File: config.mk
export PLATFORM = sky130hd
export DESIGN_NAME = mem_arbiter
export DESIGN_NICKNAME = d
export VERILOG_FILES = /design/src/rtl/mem_arbiter.sv
export SDC_FILE = /design/constraint.sdc
export NUM_CORES = 1
export LEC_CHECK = 0
export CAP_MARGIN = 25
export CORE_AREA = 2 2 325 327
export CTS_BUF_LIST = sky130_fd_sc_hd__clkbuf_8
export CTS_CLUSTER_DIAMETER = 30
export DETAILED_ROUTE_END_ITERATION = 6
export DIE_AREA = 0 0 327 329
export PLACE_DENSITY = 0.6
export SLEW_MARGIN = 20
export SYNTH_ARGS = -nofsm -noshare
export SYNTH_HDL_FRONTEND = slang
export SYNTH_SLANG_ARGS = --single-unit
File: constraint.sdc
create_clock -name clk -period 6.4 [get_ports clk]
set_input_delay 0.64 -clock clk [delete_from_list [all_inputs] [get_ports clk]]
set_output_delay 0.64 -clock clk [all_outputs]
set_load 0.01 [all_outputs]
File: src/rtl/mem_arbiter.sv
// Memory arbiter for the icache and dcache. It has two read request queues and a
// dcache write-back buffer, issues one memory op per cycle, and routes in-order read data back to the requesting port.
module mem_arbiter #(
    parameter int WORD_SIZE = 32,
    parameter int LINE_SIZE = 128,
    parameter int LATENCY   = 5,
    parameter int QDEPTH    = 2,
    parameter int WDEPTH    = 2
) (
    input  logic                 clk,
    input  logic                 rst,
    input  logic                 i_req,
    input  logic [WORD_SIZE-1:0] i_addr,
    output logic                 i_full,
    output logic                 i_res,
    output logic [WORD_SIZE-1:0] i_res_addr,
    output logic [LINE_SIZE-1:0] i_res_data,
    input  logic                 d_req,
    input  logic [WORD_SIZE-1:0] d_addr,
    output logic                 d_full,
    output logic                 d_res,
    output logic [WORD_SIZE-1:0] d_res_addr,
    output logic [LINE_SIZE-1:0] d_res_data,
    input  logic                 d_wr,
    input  logic [WORD_SIZE-1:0] d_wr_addr,
    input  logic [LINE_SIZE-1:0] d_wr_data,
    output logic                 m_req,
    output logic                 m_we,
    output logic [WORD_SIZE-1:0] m_addr,
    output logic [LINE_SIZE-1:0] m_wdata,
    input  logic                 m_res,
    input  logic [LINE_SIZE-1:0] m_res_data,
    output logic                 ovf
);

    localparam int QCW = $clog2(QDEPTH + 1);
    localparam int WCW = $clog2(WDEPTH + 1);
    localparam int WEW = WORD_SIZE + LINE_SIZE;
    localparam logic [WORD_SIZE-1:0] LINE_MASK = ~WORD_SIZE'(15);

    // Read queues are indexed by port: 0 = icache, 1 = dcache. Entry 0 is the head.
    logic [QDEPTH-1:0][WORD_SIZE-1:0] rq_mem     [2];
    logic [QDEPTH-1:0][WORD_SIZE-1:0] rq_shifted [2];
    logic [QCW-1:0]                   rq_count   [2];
    logic [QCW-1:0]                   rq_wr_idx  [2];
    logic [WORD_SIZE-1:0]             rq_din     [2];
    logic [WORD_SIZE-1:0]             rq_head    [2];
    logic [1:0] rq_req, rq_full, rq_valid, rq_push, rq_pop;

    // The write buffer keeps {data, addr}.
    logic [WDEPTH-1:0][WEW-1:0] wq_mem;
    logic [WDEPTH-1:0][WEW-1:0] wq_shifted;
    logic [WCW-1:0]             wq_count;
    logic [WCW-1:0]             wq_wr_idx;
    logic [WORD_SIZE-1:0]       wq_head_addr;
    logic [LINE_SIZE-1:0]       wq_head_data;
    logic                       wq_full, wq_valid, wq_push, wq_pop;

    logic rr_dport;
    logic raw_hazard;
    logic grant_w, grant_i, grant_d;

    logic                 trk_valid [1:LATENCY];
    logic                 trk_dport [1:LATENCY];
    logic [WORD_SIZE-1:0] trk_addr  [1:LATENCY];
    logic                 resp_hit;

    assign rq_req    = {d_req, i_req};
    assign rq_din[0] = i_addr & LINE_MASK;
    assign rq_din[1] = d_addr & LINE_MASK;
    assign rq_pop    = {grant_d, grant_i};

    // NOTE: every always_comb output gets a default before any branch, so no latch is inferred.
    always_comb begin
        for (int p = 0; p < 2; p++) begin
            rq_full[p]    = (rq_count[p] == QCW'(QDEPTH));
            rq_valid[p]   = (rq_count[p] != '0);
            rq_head[p]    = rq_mem[p][0];
            rq_push[p]    = rq_req[p] && !rq_full[p];
            rq_shifted[p] = rq_mem[p] >> WORD_SIZE;
            rq_wr_idx[p]  = rq_pop[p] ? rq_count[p] - QCW'(1) : rq_count[p];
        end
    end

    assign wq_full      = (wq_count == WCW'(WDEPTH));
    assign wq_valid     = (wq_count != '0);
    assign wq_push      = d_wr && !wq_full;
    assign wq_pop       = grant_w;
    assign wq_head_addr = wq_mem[0][WORD_SIZE-1:0];
    assign wq_head_data = wq_mem[0][WEW-1:WORD_SIZE];
    assign wq_shifted   = wq_mem >> WEW;
    assign wq_wr_idx    = wq_pop ? wq_count - WCW'(1) : wq_count;

    // NOTE: queue storage has no reset. Only the counts say which entries are valid, so the data needs no clearing.
    always_ff @(posedge clk) begin
        for (int p = 0; p < 2; p++) begin
            for (int k = 0; k < QDEPTH; k++) begin
                if (rq_push[p] && k == int'(rq_wr_idx[p])) rq_mem[p][k] <= rq_din[p];
                else if (rq_pop[p])                        rq_mem[p][k] <= rq_shifted[p][k];
            end
        end
        for (int k = 0; k < WDEPTH; k++) begin
            if (wq_push && k == int'(wq_wr_idx)) wq_mem[k] <= {d_wr_data, d_wr_addr & LINE_MASK};
            else if (wq_pop)                     wq_mem[k] <= wq_shifted[k];
        end
    end

    // NOTE: sequential state uses non-blocking assignments, so every register samples the values from before the edge.
    always_ff @(posedge clk) begin
        if (rst) begin
            rq_count[0] <= '0;
            rq_count[1] <= '0;
            wq_count    <= '0;
            rr_dport    <= 1'b0;
            ovf         <= 1'b0;
        end else begin
            for (int p = 0; p < 2; p++)
                rq_count[p] <= rq_count[p] + QCW'(rq_push[p]) - QCW'(rq_pop[p]);
            wq_count <= wq_count + WCW'(wq_push) - WCW'(wq_pop);
            if (grant_i)      rr_dport <= 1'b1;
            else if (grant_d) rr_dport <= 1'b0;
            if (|(rq_req & rq_full) || (d_wr && wq_full)) ovf <= 1'b1;
        end
    end

    // A read must not pass a buffered write to the same line.
    always_comb begin
        raw_hazard = 1'b0;
        for (int k = 0; k < WDEPTH; k++) begin
            if (k < int'(wq_count)) begin
                for (int p = 0; p < 2; p++)
                    if (rq_valid[p] && wq_mem[k][WORD_SIZE-1:0] == rq_head[p]) raw_hazard = 1'b1;
            end
        end
    end

    always_comb begin
        grant_w = 1'b0;
        grant_i = 1'b0;
        grant_d = 1'b0;
        if (wq_valid && (wq_full || raw_hazard))       grant_w = 1'b1;
        else if (rq_valid[0] && (!rq_valid[1] || !rr_dport)) grant_i = 1'b1;
        else if (rq_valid[1])                          grant_d = 1'b1;
        else if (wq_valid)                             grant_w = 1'b1;
    end

    assign m_req   = grant_w || grant_i || grant_d;
    assign m_we    = grant_w;
    assign m_wdata = grant_w ? wq_head_data : '0;

    always_comb begin
        m_addr = '0;
        if (grant_w)      m_addr = wq_head_addr;
        else if (grant_i) m_addr = rq_head[0];
        else if (grant_d) m_addr = rq_head[1];
    end

    assign i_full = rq_full[0];
    assign d_full = rq_full[1];

    // Memory answers in order after LATENCY cycles, so slot k holds the op issued k cycles ago.
    always_ff @(posedge clk) begin
        if (rst) begin
            for (int k = 1; k <= LATENCY; k++) begin
                trk_valid[k] <= 1'b0;
                trk_dport[k] <= 1'b0;
                trk_addr[k]  <= '0;
            end
        end else begin
            trk_valid[1] <= grant_i || grant_d;
            trk_dport[1] <= grant_d;
            trk_addr[1]  <= m_addr;
            for (int k = 2; k <= LATENCY; k++) begin
                trk_valid[k] <= trk_valid[k-1];
                trk_dport[k] <= trk_dport[k-1];
                trk_addr[k]  <= trk_addr[k-1];
            end
        end
    end

    assign resp_hit   = m_res && trk_valid[LATENCY];
    assign i_res      = resp_hit && !trk_dport[LATENCY];
    assign d_res      = resp_hit && trk_dport[LATENCY];
    assign i_res_addr = i_res ? trk_addr[LATENCY] : '0;
    assign d_res_addr = d_res ? trk_addr[LATENCY] : '0;
    assign i_res_data = i_res ? m_res_data : '0;
    assign d_res_data = d_res ? m_res_data : '0;

endmodule

==> flow_metrics.tcl, run 1 <==
set metrics [dict create \
    cts_max_level 4 \
    synth_top_area_share 0.476 \
    syn_inst 2058 \
    rsz0062_at_grt "no" \
    power_frac_comb 0.376 \
    nNetsFinal 3286 \
    status "finished, final reports clean" \
    syn_area_um2 26800 \
    grt.total_usage 0.195 \
    crit_path_start_kind "flop" \
    drt_iter0_drc 1009 \
    skew_ps 37.4 \
    clockBufferDepth 3 \
    leakage_nw 14.5 \
    tightest_slew_ps 1100 \
    antenna_found_initial 66 \
    final_core_util 0.378 \
    cts_resized 0 \
    cp.required_ps 5760 \
    post-route-period-util 0.831 \
    cts_setup_buffers 0 \
    holdPathStages 1 \
    cts_hold_buf 0 \
    antenna_left 0 \
    layout_commonest_cell "clkdlybuf4s50_1" \
    die_width_um 327 \
    grt_start_max_net_pins 158 \
    grt_overflow 0 \
    wl_per_cell_um 24.6 \
    num_vias 19000 \
    num_rows 119 \
    power.total_mw 19.3 \
    synth_cell_type_count 43 \
    die_y_um 329 \
    drc 0 \
    max_freq_mhz 188 \
    power_density_nw_per_um2 488 \
    path_clk_slew_ps 60 \
    synth_warnings 0 \
    final-instance-count-excl-fill 4420 \
    pin_count 845 \
    clockPowerShare 0.243 \
    p_sw_frac 0.346 \
    synth.area.top_cells "edfxtp_1 48%, dfxtp_1 12%, and2_1 10%, nor2b_1 7.9%, mux2_4 5.6%" \
    start_util 0.256 \
    p_seq_frac 0.381 \
    synth-edff-count 424 \
    place.gp.congestion 0.883 \
    wirelength_mm 109 \
    maxCapViolCount 0 \
    fill_cells 10100 \
    final_hold_viol_count 0 \
    grt_first_pass_wirelength_mm 145 \
    finalSetupTns_ps 0 \
    tritoncts "done" \
    first_global_vias 18600 \
    cp_max_fo 58 \
    final_max_slew_viol_count 0 \
    yosysSeqAreaShare 0.594 \
    portBuffers 820 \
    viasPerCell 4.29 \
    syn_area_per_cell_um2 13.0 \
    p_sw_mw 6.67 \
    clockRootBuffer "clkbuf_8" \
    dr.pass1.iters 5 \
    peakVddDrop_mv 0.526 \
    finalSetupViolCount 0 \
    dp_cells 4172 \
    async_reset_ff_frac 0 \
    cp.arrival_ps 4680 \
    area_growth_pct 47.6 \
    cts_sinks 582 \
    cts_buffers 132 \
    period_minus_slack_ps 5320 \
    r2r_cells 12 \
    p_int_mw 12.6 \
    die_area_um2 108000 \
    relSlewSlack 0.266 \
    drive_gt1_frac 0.141 \
    ys.flop_type "edfxtp_1" \
    hold_class "reg2reg" \
    clock_latency_ps 780 \
    critPathKind "reg2out" \
    end_kind "output pin" \
    core_um2 104000 \
    ys_ff_latch 582 \
    synth_largest_area_cell "edfxtp_1" \
    dpl.hpwl_mm 84.2 \
    mostFrequentLayoutCells "819 x clkdlybuf4s50_1, 440 x and2_1, 424 x edfxtp_1" \
]
==> power by group through the flow <==
stage | clock network (mW) | registers [mW] | logic, mW
after floorplan | 0 | 7.20 | 4.20
after global placement | 0 | 7.33 | 7.29
after detailed placement | 0 | 7.39 | 7.33
after CTS | 4.82 | 7.32 | 7.37
after global routing | 5.00 | 7.49 | 7.75
final | 4.69 | 7.34 | 7.26
==> area by class of cell <==
cell class	count	area, µm²	area share
multi-input combinational	1334	10300	0.260
inverter	13	50.0	0.00127
clock buffer	144	1980	0.0502
tap	1391	1740	0.0441
sequential	582	15900	0.402
clock inverter	92	988	0.0250
antenna	12	30.0	0.000760
timing repair buffer	852	8540	0.216
==> synth_stat cells (3+ instances only) <==
cell	count
nand2_1	6
dfxtp_1	158
buf_4	14
mux2_2	73
clkbuf_1	89
buf_2	21
and2_1	440
mux2_1	40
xor2_1	97
mux2_4	100
ha_1	13
nor4_1	23
buf_6	14
a211oi_1	28
a31o_2	4
edfxtp_1	424
nand4_1	11
a22oi_1	29
inv_1	12
nor3_1	4
xnor2_1	20
o21ai_0	3
a21oi_1	34
nor2_1	14
nor2b_1	338
a31oi_1	28
nand3_1	3
==> path summary, 6_finish.rpt <==
path / slack (ps) / to / from
setup / recovery: 1080 / m_addr[28] / rq_mem[0][30]
hold / removal: 420 / trk_addr[0][73] / trk_addr[0][41]
setup reg to reg: 1790 / wq_head_addr[6] / rq_mem[0][30]
hold reg to reg: 420 / trk_addr[0][73] / trk_addr[0][41]
==> registers in the layout, indices dropped and copies added, names as in the netlist <==
| signal | count |
|---|---|
| ovf | 1 |
| wq_head_data | 128 |
| wq_head_addr | 28 |
| rr_dport | 1 |
| rq_mem | 112 |
| trk_addr | 140 |
| rq_count | 4 |
| wq_mem | 156 |
| trk_valid | 5 |
| wq_count | 2 |
| trk_dport | 5 |
==> metal layers <==
layer  share of wire  GRT usage  up-vias  wire, µm
met2            0.56      0.376      873     60500
met5         0.00021          0        -        23
met3           0.056     0.0423      254      6070
li1                -          -     8850         -
met1            0.34      0.194     8993     36700
met4           0.048      0.100        4      5180
==> kinds of logic after synthesis <==
logic type / share of synthesized area
fa+ha+maj: 0.00608
mux: 0.104
buf+inv: 0.0283
simple gates: 0.196
flops: 0.594
xor+xnor: 0.0383
compound gates: 0.0335
other cells: 0.000140
==> through the flow <==
| step | cell area (µm²) | hold WS, ps | setup WS [ps] |
|---|---|---|---|
| floorplan | 26800 | 414 | 433 |
| global placement | 36500 | 419 | 1710 |
| detailed placement | 36500 | 420 | 1730 |
| CTS | 39500 | 415 | 1070 |
| global route | 39500 | 433 | 898 |
| finish | 39500 | 421 | 1080 |
==> critical path: stages (launching register included) <==
cell	delay [ps]
edfxtp_1	460
xor2_1	230
nor4_1	490
nand4_1	130
nor4_1	430
o21ai_2	70
buf_4	270
nand3_4	240
nor2_4	70
buf_4	330
a21oi_1	520
clkdlybuf4s50_1	640
No activity file was read; power rests on OpenSTA's default activity.
==> run 2: changes to the inputs <==
Clock period 6.4 ns to 4.36 ns, I/O delays scaled along.
==> flow_metrics.tcl, run 2 (same netlist as run 1, synthesis figures left out) <==
set metrics [dict create \
    leakage_nw 15.3 \
    drive_gt1_frac 0.161 \
    dp_slack_ps 201 \
    timing.rr.end "wq_head_data[123]" \
    drt_iter0_drc 959 \
    dp_cells 4188 \
    finalSetupTns_ps 0 \
    die_width_um 327 \
    pin_count 845 \
    final_max_slew_viol_count 0 \
    met2_length_mm 61.0 \
    tightest_slew_ps 863 \
    cp-endpoint "m_wdata[114]" \
    cts_buffers 133 \
    status "finished, final reports clean" \
    max_freq_mhz 234 \
    fin_ws_ps 78.5 \
    start_util 0.256 \
    p_sw_mw 10.1 \
    finalSetupViolCount 0 \
    reg2reg_from "wq_mem[164]" \
    cts_sinks 582 \
    die_y_um 329 \
    clockRootBuffer "clkbuf_8" \
    tritoncts "done" \
    crit_path_start "rq_mem[0][4]" \
    holdPathStages 2 \
    power_density_nw_per_um2 721 \
    dr_wl_met3_mm 5.66 \
    final-instance-count-excl-fill 4448 \
    p_seq_frac 0.370 \
    layout_commonest_cell "clkdlybuf4s50_1" \
    num_vias 19100 \
    grt.total_usage 0.196 \
    relSlewSlack 0.424 \
    fill_cells 10000 \
    drt-met1-wl_mm 37.6 \
    clockBufferDepth 3 \
    r2r_cells 13 \
    cp.arrival_ps 3850 \
    p_sw_frac 0.351 \
    grt_first_pass_wirelength_mm 147 \
    path_clk_slew_ps 60 \
    wirelength_mm 109 \
    antenna_left 0 \
    core_um2 104000 \
    first_global_vias 19000 \
    rsz0062_at_grt "yes" \
    cp.required_ps 3920 \
    post-route-period-util 0.982 \
    clockPowerShare 0.232 \
    crit_path_start_kind "flop" \
    dpl.hpwl_mm 86.2 \
    clock_latency_ps 770 \
    end_kind "output pin" \
    period_minus_slack_ps 4280 \
    cts_max_level 4 \
    die_area_um2 108000 \
    skew_ps 36.6 \
    num_rows 119 \
    place.gp.congestion 0.916 \
    largest_register_ffs 156 \
    antenna_found_initial 66 \
    wl_per_cell_um 24.6 \
    final_hold_viol_count 0 \
    p_int_mw 18.8 \
    drc 0 \
    maxCapViolCount 0 \
    grt_overflow 0 \
    mostFrequentLayoutCells "777 x clkdlybuf4s50_1, 440 x and2_1, 424 x edfxtp_1" \
    hold_class "in2reg" \
    hold-worst-slack_ps 79.5 \
    viasPerCell 4.29 \
    power_frac_comb 0.398 \
    area_growth_pct 49.9 \
    top_layer "met5" \
    top_register "wq_mem" \
    r2r_setup_slack_ps 250 \
    peakVddDrop_mv 0.634 \
    grt_start_max_net_pins 100 \
    dr.pass1.iters 5 \
    cp_max_fo 43 \
    critPathKind "reg2out" \
    portBuffers 820 \
    min_from "rst" \
    nNetsFinal 3313 \
]
run 2: cell count changes in the layout (fill, tap and decap cells not counted), sizes merged, moves of 4 or more:
cell           before  now
buf                33   58
clkbuf            144  140
clkdlybuf4s50     819  777
clkinv             27   45
dlymetal6s2s        0   40
inv                44   37
run 2: worst min path at each step:
stage | to
finish | trk_addr[0][80]
global placement | trk_addr[0][110]
CTS | trk_addr[0][80]
global route | trk_addr[0][75]
detailed placement | trk_dport[0][5]
floorplan | trk_addr[0][100]
run 2: area by class of cell:
type	count	area (µm²)	share of cell area
Clock buffer	140	1930	0.0480
Clock inverter	101	997	0.0249
Sequential cell	582	15900	0.396
Tap cell	1391	1740	0.0434
Antenna cell	9	22.5	0.000561
Timing Repair Buffer	878	8990	0.224
Multi-Input combinational cell	1334	10500	0.262
Inverter	13	61.3	0.00153
run 2: metrics by stage:
| stage | utilization | total power, mW | area [µm²] |
|---|---|---|---|
| 2_1_floorplan | - | 16.6 | 26800 |
| 3_3_place_gp | 0.352 | 21.9 | 36700 |
| 3_5_place_dp | 0.352 | 22.0 | 36700 |
| 4_1_cts | 0.381 | 29.0 | 39800 |
| 5_1_grt | 0.384 | 30.3 | 40100 |
| 6_report | 0.384 | 28.9 | 40100 |
run 2: critical path, stage by stage (launching register included):
cell and delay, ps:
edfxtp_1 440, xor2_1 220, nor4_2 380, nand4_1 180
nor4_2 380, o21ai_2 130, nand3_4 110, nor2_4 80
clkinv_8 130, buf_12 200, and2_1 250, clkdlybuf4s50_1 560
run 2: power by group through the flow:
stage	logic (mW)	registers [mW]	clock network (mW)
after global routing	12.3	10.9	7.13
after detailed placement	11.2	10.8	0
after global placement	11.2	10.7	0
after CTS	11.5	10.7	6.88
final	11.5	10.7	6.70
after floorplan	6.17	10.4	0
run 2: per-layer routing:
metal,global-route usage,vias to the layer above
met3,0.0411,272
met2,0.386,808
met5,0,-
met1,0.197,9103
li1,-,8908
met4,0.0817,12
run 2: timing repair:
action,CTS,global route
resized for setup,24,64
setup endpoints to repair,158,120
pin swaps,2,4
hold buffers,0,0
cloned,1,0
setup buffers,0,9
==> run 3: changes to the inputs <==
Settings changed: CORE_AREA 2 2 325 327 to 4 4 323 325, PLACE_DENSITY 0.6 to 0.59.
Clock period 4.36 ns to 3.98 ns, I/O delays scaled along.
==> flow_metrics.tcl, run 3 (same netlist as run 1, synthesis figures left out) <==
set metrics [dict create \
    status "finished with violations" \
    violations "negative setup slack" \
    r2r_cells 13 \
    end_kind "output pin" \
    crit_cells 18 \
    critPathKind "reg2out" \
    die_width_um 327 \
    grt_util_met1 0.205 \
    cts_buffers 135 \
    period_minus_slack_ps 4030 \
    maxCapViolCount 0 \
    fin_ws_ps -47.9 \
    drt_iter0_drc 929 \
    r2r_setup_slack_ps 280 \
    peakVddDrop_mv 0.470 \
    use_met2 0.406 \
    dpl_cell_area_um2 37000 \
    crit_path_start "rq_mem[0][6]" \
    place.gp.congestion 0.940 \
    start_util 0.264 \
    mostFrequentLayoutCells "661 x clkdlybuf4s50_1, 424 x and2_1, 424 x edfxtp_1" \
    cts_sinks 582 \
    grt_first_pass_wirelength_mm 155 \
    clockRootBuffer "clkbuf_8" \
    wirelength_mm 116 \
    grt_overflow 0 \
    clock_latency_ps 770 \
    tritoncts "done" \
    hold_class "in2reg" \
    final_max_slew_viol_count 0 \
    rsz0062_at_grt "yes" \
    pin_count 845 \
    slowest_stage "edfxtp_1" \
    grt_busiest_layer "met2" \
    fin_area_um2 40400 \
    cpMostUsedCell "buf_4" \
    relSlewSlack 0.383 \
    leakage_nw 15.4 \
    cp.required_ps 3580 \
    first_global_vias 19600 \
    drive_gt1_frac 0.211 \
    cp_num_buf_inv 10 \
    top_register "wq_mem" \
    largest_register_ffs 156 \
    power_density_nw_per_um2 800 \
    power.total_mw 32.3 \
    tightest_slew_ps 925 \
    num_rows 117 \
    final_core_util 0.399 \
    max_freq_mhz 248 \
    antenna_found_initial 76 \
    cts_max_level 4 \
    crit_path_start_kind "flop" \
    die_y_um 329 \
    met3_usage 0.0459 \
    wl_per_cell_um 25.9 \
    nNetsFinal 3361 \
    num_vias 19300 \
    clockBufferDepth 3 \
    dpl.hpwl_mm 90.6 \
    portBuffers 820 \
    cp_max_fo 6 \
    die_area_um2 108000 \
    post-route-period-util 1.01 \
    cp-endpoint "m_wdata[24]" \
    min_from "rst" \
    timing.rr.end "wq_head_data[127]" \
    grt.total_usage 0.207 \
    drc 0 \
    finalSetupViolCount 2 \
    cp_top_family "buffers and inverters" \
    dr.pass1.iters 5 \
    dp_cells 4188 \
    grt_start_max_net_pins 158 \
    reg2reg_from "rq_mem[1][10]" \
    crit_chain "xor2_2 > nor4_1 > buf_4 > nand4_1 > nor4_2 > buf_4 > o21ai_4 > nand3_4 > nor2_4 > clkinv_4 > buf_12 > buf_16 > buf_12 > buf_8 > buf_16 > buf_4 > and2_4 > buf_6" \
    cp.arrival_ps 3630 \
    core_um2 101000 \
    path_clk_slew_ps 60 \
    antenna_left 0 \
    final-instance-count-excl-fill 4479 \
    area_growth_pct 51.1 \
    skew_ps 35.1 \
    layout_commonest_cell "clkdlybuf4s50_1" \
    viasPerCell 4.32 \
    final_hold_viol_count 0 \
    slowest_delay_ps 470 \
    finalSetupTns_ps -77.0 \
]
run 3: cell count changes in the layout (fill, tap and decap cells not counted), sizes merged:
cell | previous run | this run
buf | 58 | 182
clkdlybuf4s50 | 777 | 661
clkdlybuf4s15 | 0 | 36
dlymetal6s2s | 40 | 5
dlygate4sd2 | 2 | 24
clkbuf | 140 | 153
diode | 9 | 15
inv | 37 | 42
clkinvlp | 16 | 12
bufinv | 16 | 19
bufbuf | 1 | 2
clkinv | 45 | 44
run 3: worst reg2reg max path: stages (launching register included):
cell and delay (ps):
edfxtp_1 510, xor2_1 290, nor4_1 90, nand4_1 220, nor4_4 70, o21ai_4 200
nand3_4 100, nor2_4 190, clkinv_4 110, buf_12 150, buf_16 150, a41oi_4 260
buf_4 650, mux2_2 440
run 3: layer usage:
layer	part of all wire	up-vias	routed length, µm
li1	-	9019	-
met1	0.33	9203	38800
met2	0.56	860	65500
met3	0.056	266	6470
met4	0.045	0	5270
met5	0	-	0
run 3: worst min path at each step:
| stage | end | slack [ps] | cells past startpoint |
|---|---|---|---|
| finish | trk_addr[0][176] | 210 | 2 |
| global route | trk_addr[0][113] | 220 | 2 |
| CTS | trk_addr[0][136] | 160 | 2 |
| detailed placement | trk_addr[0][103] | 420 | 1 |
| global placement | trk_addr[0][72] | 420 | 1 |
| floorplan | trk_addr[0][100] | 410 | 1 |
run 3: what timing repair did:
item                       in CTS  in global routing
pin swaps                      21                 14
gates resized for setup       497                 57
setup endpoints to repair     158                168
hold buffers                    0                  0
hold endpoints to repair        0                  0
cloned                          8                  1
setup buffers                  14                 10
run 3: power by group:
part	switching (mW)	total (mW)	internal, mW
Clock	2.86	7.37	4.51
Combinational	7.00	13.1	6.12
Sequential	1.42	11.9	10.4
run 3: metrics by stage:
stage | setup WS [ps] | hold slack [ps]
floorplan | 422 | 414
global placement | 129 | 416
detailed placement | 152 | 420
CTS | -220 | 158
global route | -214 | 216
finish | -47.9 | 208
run 3: layout make-up:
cell class / count / area [µm²]
fill: 9804 / 61000
multi-input combinational: 1334 / 10500
inverter: 13 / 53.8
antenna: 15 / 37.5
tap: 1368 / 1710
clock buffer: 139 / 1910
timing repair buffer: 924 / 9300
clock inverter: 104 / 1000
sequential: 582 / 15900
